===== config.mk =====
export PLATFORM = sky130hd
export DESIGN_NAME = sram_responder_flat
export DESIGN_NICKNAME = d
export VERILOG_FILES = /design/src/rtl/sram_responder_if.sv /design/src/rtl/sram_responder.sv /design/src/flat_wrapper.sv
export SDC_FILE = /design/constraint.sdc
export NUM_CORES = 1
export LEC_CHECK = 0
export CORE_ASPECT_RATIO = 0.5
export CORE_MARGIN = 8
export CORE_UTILIZATION = 48
export DETAILED_ROUTE_END_ITERATION = 10
export PLACE_DENSITY = 0.8
export SETUP_SLACK_MARGIN = 0.05
export SYNTH_ARGS = -nofsm -noshare
export SYNTH_HDL_FRONTEND = slang
export SYNTH_SLANG_ARGS = --single-unit

===== constraint.sdc =====
create_clock -name clk -period 3.4 [get_ports clk]
set_input_delay 0.34 -clock clk [delete_from_list [all_inputs] [get_ports clk]]
set_output_delay 0.34 -clock clk [all_outputs]
set_load 0.005 [all_outputs]

===== src/rtl/sram_responder_if.sv =====
// Arbiter-side request/response bus of the SRAM responder.
interface sram_responder_if;
  logic        write_to_mem;
  logic        read_to_mem;
  logic [31:0] adr_to_mem;
  logic [31:0] data_to_mem;
  logic [3:0]  sel_to_mem;
  logic [31:0] data_from_mem;
  logic        mem_busy;

  modport master (
    output write_to_mem, read_to_mem, adr_to_mem, data_to_mem, sel_to_mem,
    input  data_from_mem, mem_busy
  );

  modport slave (
    input  write_to_mem, read_to_mem, adr_to_mem, data_to_mem, sel_to_mem,
    output data_from_mem, mem_busy
  );
endinterface


===== src/rtl/sram_responder.sv =====
// Executes one 32-bit bus request as two 16-bit phases on an async SRAM.
// WAIT_CYCLES must lie in 2..15 so every phase has a distinct hold cycle.
module sram_responder #(
  parameter int unsigned ADDR_W      = 18,
  parameter int unsigned WAIT_CYCLES = 2
) (
  input  logic              clk,
  input  logic              nRst,
  sram_responder_if.slave   bus,
  output logic [ADDR_W-1:0] sram_adr,
  output logic [15:0]       sram_dq_out,
  input  logic [15:0]       sram_dq_in,
  output logic              sram_dq_oe,
  output logic              sram_ce_n,
  output logic              sram_oe_n,
  output logic              sram_we_n,
  output logic              sram_ub_n,
  output logic              sram_lb_n
);
  typedef enum logic [1:0] {StIdle, StLo, StHi, StDone} state_e;

  localparam int unsigned     CntW    = 4;
  localparam logic [CntW-1:0] CntLast = CntW'(WAIT_CYCLES - 1);

  state_e            state_q, state_d;
  logic [CntW-1:0]   cnt_q, cnt_d;
  logic [ADDR_W-2:0] adr_q, adr_d;
  logic [31:0]       data_q, data_d;
  logic [3:0]        sel_q, sel_d;
  logic              write_q, write_d;
  logic [31:0]       rdata_q, rdata_d;
  logic [ADDR_W-1:0] sram_adr_q, sram_adr_d;
  logic [15:0]       dq_out_q, dq_out_d;

  logic req, phase, last;
  logic unused_adr;

  assign req        = bus.read_to_mem | bus.write_to_mem;
  assign phase      = (state_q == StLo) | (state_q == StHi);
  assign last       = phase & (cnt_q == CntLast);
  assign unused_adr = ^{bus.adr_to_mem[31:ADDR_W+1], bus.adr_to_mem[1:0]};

  always_comb begin
    state_d    = state_q;
    cnt_d      = cnt_q;
    adr_d      = adr_q;
    data_d     = data_q;
    sel_d      = sel_q;
    write_d    = write_q;
    rdata_d    = rdata_q;
    sram_adr_d = sram_adr_q;
    dq_out_d   = dq_out_q;
    sram_ce_n  = 1'b1;
    sram_oe_n  = 1'b1;
    sram_we_n  = 1'b1;
    sram_ub_n  = 1'b1;
    sram_lb_n  = 1'b1;
    sram_dq_oe = 1'b0;

    unique case (state_q)
      StIdle: begin
        if (req) begin
          adr_d   = bus.adr_to_mem[ADDR_W:2];
          data_d  = bus.data_to_mem;
          sel_d   = bus.sel_to_mem;
          write_d = bus.write_to_mem;
          cnt_d   = '0;
          if (!bus.write_to_mem || bus.sel_to_mem[1:0] != 2'b00) begin
            state_d = StLo;
          end else if (bus.sel_to_mem[3:2] != 2'b00) begin
            state_d = StHi;
          end else begin
            state_d = StDone;
          end
        end
      end
      StLo: begin
        if (last) begin
          cnt_d = '0;
          if (!write_q) rdata_d[15:0] = sram_dq_in;
          state_d = (!write_q || sel_q[3:2] != 2'b00) ? StHi : StDone;
        end else begin
          cnt_d = cnt_q + 1'b1;
        end
      end
      StHi: begin
        if (last) begin
          cnt_d = '0;
          if (!write_q) rdata_d[31:16] = sram_dq_in;
          state_d = StDone;
        end else begin
          cnt_d = cnt_q + 1'b1;
        end
      end
      StDone:  state_d = StIdle;
      default: state_d = StIdle;
    endcase

    // Address/data are registered on phase entry so they stay stable for the whole phase.
    if (state_d == StLo || state_d == StHi) begin
      sram_adr_d = {adr_d, state_d == StHi};
      if (write_d) dq_out_d = (state_d == StHi) ? data_d[31:16] : data_d[15:0];
    end

    if (phase) begin
      sram_ce_n = 1'b0;
      if (write_q) begin
        sram_dq_oe = 1'b1;
        sram_we_n  = last;
        if (state_q == StLo) begin
          sram_lb_n = ~sel_q[0];
          sram_ub_n = ~sel_q[1];
        end else begin
          sram_lb_n = ~sel_q[2];
          sram_ub_n = ~sel_q[3];
        end
      end else begin
        sram_oe_n = 1'b0;
        sram_ub_n = 1'b0;
        sram_lb_n = 1'b0;
      end
    end
  end

  always_ff @(posedge clk or negedge nRst) begin
    if (!nRst) begin
      state_q    <= StIdle;
      cnt_q      <= '0;
      adr_q      <= '0;
      data_q     <= '0;
      sel_q      <= '0;
      write_q    <= 1'b0;
      rdata_q    <= '0;
      sram_adr_q <= '0;
      dq_out_q   <= '0;
    end else begin
      state_q    <= state_d;
      cnt_q      <= cnt_d;
      adr_q      <= adr_d;
      data_q     <= data_d;
      sel_q      <= sel_d;
      write_q    <= write_d;
      rdata_q    <= rdata_d;
      sram_adr_q <= sram_adr_d;
      dq_out_q   <= dq_out_d;
    end
  end

  assign bus.mem_busy      = phase | ((state_q == StIdle) & req);
  assign bus.data_from_mem = rdata_q;
  assign sram_adr          = sram_adr_q;
  assign sram_dq_out       = dq_out_q;
endmodule


===== src/flat_wrapper.sv =====
// flat-port wrapper written by rule: the top's interface ports become plain ports
module sram_responder_flat 
#(
  parameter int unsigned ADDR_W      = 18,
  parameter int unsigned WAIT_CYCLES = 2
)
  (clk, nRst, sram_adr, sram_dq_out, sram_dq_in, sram_dq_oe, sram_ce_n, sram_oe_n, sram_we_n, sram_ub_n, sram_lb_n, bus_write_to_mem, bus_read_to_mem, bus_adr_to_mem, bus_data_to_mem, bus_sel_to_mem, bus_data_from_mem, bus_mem_busy);
  sram_responder_if bus_i ();
  input  logic clk;
  input  logic nRst;
  output logic [ADDR_W-1:0] sram_adr;
  output logic [15:0] sram_dq_out;
  input  logic [15:0] sram_dq_in;
  output logic sram_dq_oe;
  output logic sram_ce_n;
  output logic sram_oe_n;
  output logic sram_we_n;
  output logic sram_ub_n;
  output logic sram_lb_n;
  input wire logic [$bits(bus_i.write_to_mem)-1:0] bus_write_to_mem;
  input wire logic [$bits(bus_i.read_to_mem)-1:0] bus_read_to_mem;
  input wire logic [$bits(bus_i.adr_to_mem)-1:0] bus_adr_to_mem;
  input wire logic [$bits(bus_i.data_to_mem)-1:0] bus_data_to_mem;
  input wire logic [$bits(bus_i.sel_to_mem)-1:0] bus_sel_to_mem;
  output wire logic [$bits(bus_i.data_from_mem)-1:0] bus_data_from_mem;
  output wire logic [$bits(bus_i.mem_busy)-1:0] bus_mem_busy;
  assign bus_i.write_to_mem = bus_write_to_mem;
  assign bus_i.read_to_mem = bus_read_to_mem;
  assign bus_i.adr_to_mem = bus_adr_to_mem;
  assign bus_i.data_to_mem = bus_data_to_mem;
  assign bus_i.sel_to_mem = bus_sel_to_mem;
  assign bus_data_from_mem = bus_i.data_from_mem;
  assign bus_mem_busy = bus_i.mem_busy;
  sram_responder #(.ADDR_W(ADDR_W), .WAIT_CYCLES(WAIT_CYCLES)) u_core (.clk(clk), .nRst(nRst), .bus(bus_i), .sram_adr(sram_adr), .sram_dq_out(sram_dq_out), .sram_dq_in(sram_dq_in), .sram_dq_oe(sram_dq_oe), .sram_ce_n(sram_ce_n), .sram_oe_n(sram_oe_n), .sram_we_n(sram_we_n), .sram_ub_n(sram_ub_n), .sram_lb_n(sram_lb_n));
endmodule

==> summary.txt <==
Outcome
  • Status: finished with violations
  • Failing checks: negative hold slack

Timing
  • Rel. slew slack: around 53%
  • Final Setup Violations: 0
  • Max frequency: approximately 320 MHz
  • Hold_ws: -14.2 ps
  • Minimum clock period: about 3100 ps
  • Worst-Margin Slew: ~710 ps
  • RSZ-0062 raised after global routing: no
  • Worst Skew: 8.25 ps
  • Final Max Slew Viols: 0
  • Fin crit share: about nine tenths
  • Hold Vio Cnt, Final: 2
  • Post-Route Setup TNS: 0 ps

Worst setup path
  • Reg2Reg Setup Slack: around 280 ps
  • Critical path launch point type: flip-flop
  • Slowest cell on crit path: mux4_2
  • Crit-path max cell delay: around 530 ps
  • Crit path max fanout: 14
  • Crit end category: flip-flop
  • Crit-path most repeated cell: ha_1
  • Worst EP arrival: about 3400 ps
  • Crit path kind: flip-flop to flip-flop
  • WP data required: 3680 ps
  • Critical-path cell list: inv_1 > ha_1 > nor4bb_1 > nor3b_1 > o32a_1 > ha_1 > buf_12 > mux4_2 > mux2_2

Synth
  • Gate Count Post-Synth: 349
  • Synth Area in Simple Gates: ~3.4%
  • Syn Nets: 445
  • Post-Synth XOR/XNOR Area: 0%
  • Synth Area in Adders: 1.78%
  • Fraction of registers with async set/reset: 100%
  • Compound-Gate Fraction of Synth Area: approximately 3.3%
  • Post-synth top area share: about 56%
  • Yosys warnings: 0
  • Leading post-synthesis cells by cell area: dfrtp_1 (56%), mux2_2 (19%), mux2_4 (6.7%)
  • Multiplexer area fraction after synthesis: between 30% and 40%
  • Post-synth EDFFs: 0
  • Yosys reg bits: 126
  • Top FF cell, synth: dfrtp_1
  • Largest family of logic cells by synthesized area: multiplexers
  • Netlist cell types: 39
  • Cell taking the most area after synthesis: dfrtp_1
  • Seq/Total Area, Yosys: roughly 56%
  • Syn Area/Cell: ~16 µm²
  • Mapped Area: 5630 µm²

Place
  • IO buf count: 145
  • Placed cell count: 650
  • HPWL Detailed: 8310 µm
  • GP Congestion: 0.790

CTS
  • CTS tree: done
  • Max Root-Sink Buffers: 2
  • Setup Fix Bufs, Post-CTS: 0
  • Root buffer cell: clkbuf_16
  • Total CTS buffers: 17
  • CTS H-tree lvls: 4
  • Worst-path clk slew: 60 ps
  • Hold buffers post-CTS: 0
  • Later-pin clock latency in the skew report: ~400 ps
  • Clock sink count: around 130
  • Post-CTS Resized: 0

Final layout
  • Diodes inserted: 0
  • Final Non-Filler Cells: a little under 700
  • Area delta synth->final: 39.1%
  • Layout net count: 600
  • Fraction of layout cells with a size suffix above 1: a little over a third
  • Most common cell after layout, fill and taps aside: clkdlybuf4s50_1
  • Most frequent cells in the layout: clkdlybuf4s50_1 (144), dfrtp_1 (126), mux2_2 (94), mux2_4 (25), clkbuf_16 (17)

Floorplanning
  • Core area: 11,600 µm²
  • I/O Pins: 161
  • Die extent in y: 92.6 µm
  • Initial Util: around 48%
  • FP Rows: 28
  • DIE WIDTH: between 150 and 200 µm
  • Die ar.: around 16,000 µm²

Global routing
  • Initial antenna violation count: 0
  • Largest net degree at the start of global routing: roughly 130
  • Gr ovfl total: 0
  • Met1 usage: about a fifth
  • Met2 usage: roughly 28%
  • Number of global-route vias before repair: approximately 3,800
  • First-pass GRT wire length: approximately 20,000 µm
  • GR peak layer: met2
  • Gr usage total: between 10% and 20%
  • Met3 GRT Util: between 5 and 6%

Route
  • Final routed DRC violation total: 0
  • Final wirelength: around 12,000 µm
  • Post-DR vias/cell: about 5.0
  • DRT iter0 DRCs: 148
  • ANT nets after route: 0
  • 1st-pass router iterations: 4
  • DR WL/cell: approximately 18 µm
  • Vias: 3,422

Run
  • Max Cap Viol: 0

Power and ir drop
  • Pwr Density: approximately 1100 nW/µm²
  • Worst VDD drop: 0.000626 V
  • Lkg Pwr: 3.33 nW

Hold path
  • Hold Crit Class: primary input to asynchronous set/reset pin
==> sequential cells by signal (all words and copies together) (netlist names), 2 cells and up <==
name	flops
u_core.adr_q	17
u_core.bus.data_from_mem	32
u_core.cnt_q	4
u_core.data_q	32
u_core.sel_q	4
u_core.sram_adr	18
u_core.sram_dq_out	16
u_core.state_q	2
==> worst paths after layout <==
kind | endpoint | cells past startpoint | start
setup / recovery | u_core.sram_dq_out[1] | 9 | u_core.state_q[1]
hold / removal | u_core.sram_adr[5] | 2 | nRst
setup reg to reg | u_core.sram_dq_out[1] | 9 | u_core.state_q[1]
hold reg to reg | u_core.adr_q[8] | 1 | u_core.adr_q[8]
max in group asynchronous | u_core.state_q[0] | 2 | nRst
min in group clk | u_core.adr_q[8] | 1 | u_core.adr_q[8]
==> where the power goes <==
group,switching (mW),internal (mW),leakage (nW)
clock,0.663,1.14,0.281
sequential,0.390,2.29,1.51
combinational,1.51,2.67,1.54
==> cells by family after synthesis <==
group | Yosys count
adder cells (fa/ha/maj) | 8
AND/OR/NAND/NOR | 32
AO/OA/AOI/OAI | 23
flip-flops | 126
buffers and inverters | 23
multiplexers | 137
==> metrics by stage <==
step	cell area [µm²]	power [mW]	hold WS [ps]	utilization, %	setup slack (ps)
2_1_floorplan	5630	5.36	44.4	-	482
3_3_place_gp	7230	6.81	473	62.1	358
3_5_place_dp	7230	6.93	475	62.1	318
4_1_cts	7830	8.80	73.4	67.3	293
5_1_grt	7830	9.22	99.9	67.3	50.3
6_report	7830	8.67	-14.2	67.3	276
==> metal layers <==
| layer | vias up | wire length (µm) | part of all wire, % |
|---|---|---|---|
| li1 | 1585 | - | - |
| met1 | 1750 | 5070 | 42 |
| met2 | 79 | 6150 | 51 |
| met3 | 8 | 641 | 5.4 |
| met4 | 0 | 123 | 1.0 |
| met5 | - | 0 | 0 |
==> critical path, delay by kind of cell, from the launching register on <==
family / cells / cell delay [ps]
mux: 2 / 800
simple gates: 2 / 770
fa+ha+maj: 2 / 510
flops: 1 / 420
buf+inv: 2 / 290
compound gates: 1 / 220
==> cell usage after synthesis (2+ instances only) <==
cell type and number:
a211o_1 3, buf_6 7, ha_1 8, nor2_1 5, dfrtp_1 126, mux2i_1 2
o31ai_1 2, nor3b_1 3, mux4_2 16, mux2_4 25, buf_4 5, nand2_1 10
buf_2 4, inv_1 5, mux2_2 94, nand2b_1 2, o21ai_0 6, a22oi_1 2
nor2b_1 4
==> area by class of cell <==
type / instances / area, µm²
Clock buffer: 20 / 467
Timing Repair Buffer: 154 / 1550
Clock inverter: 12 / 134
Sequential cell: 126 / 3150
Inverter: 5 / 18.8
Tap cell: 165 / 206
Multi-Input combinational cell: 200 / 2300
Fill cell: 841 / 3800
Note: power is estimated with default switching activity, not from simulation.
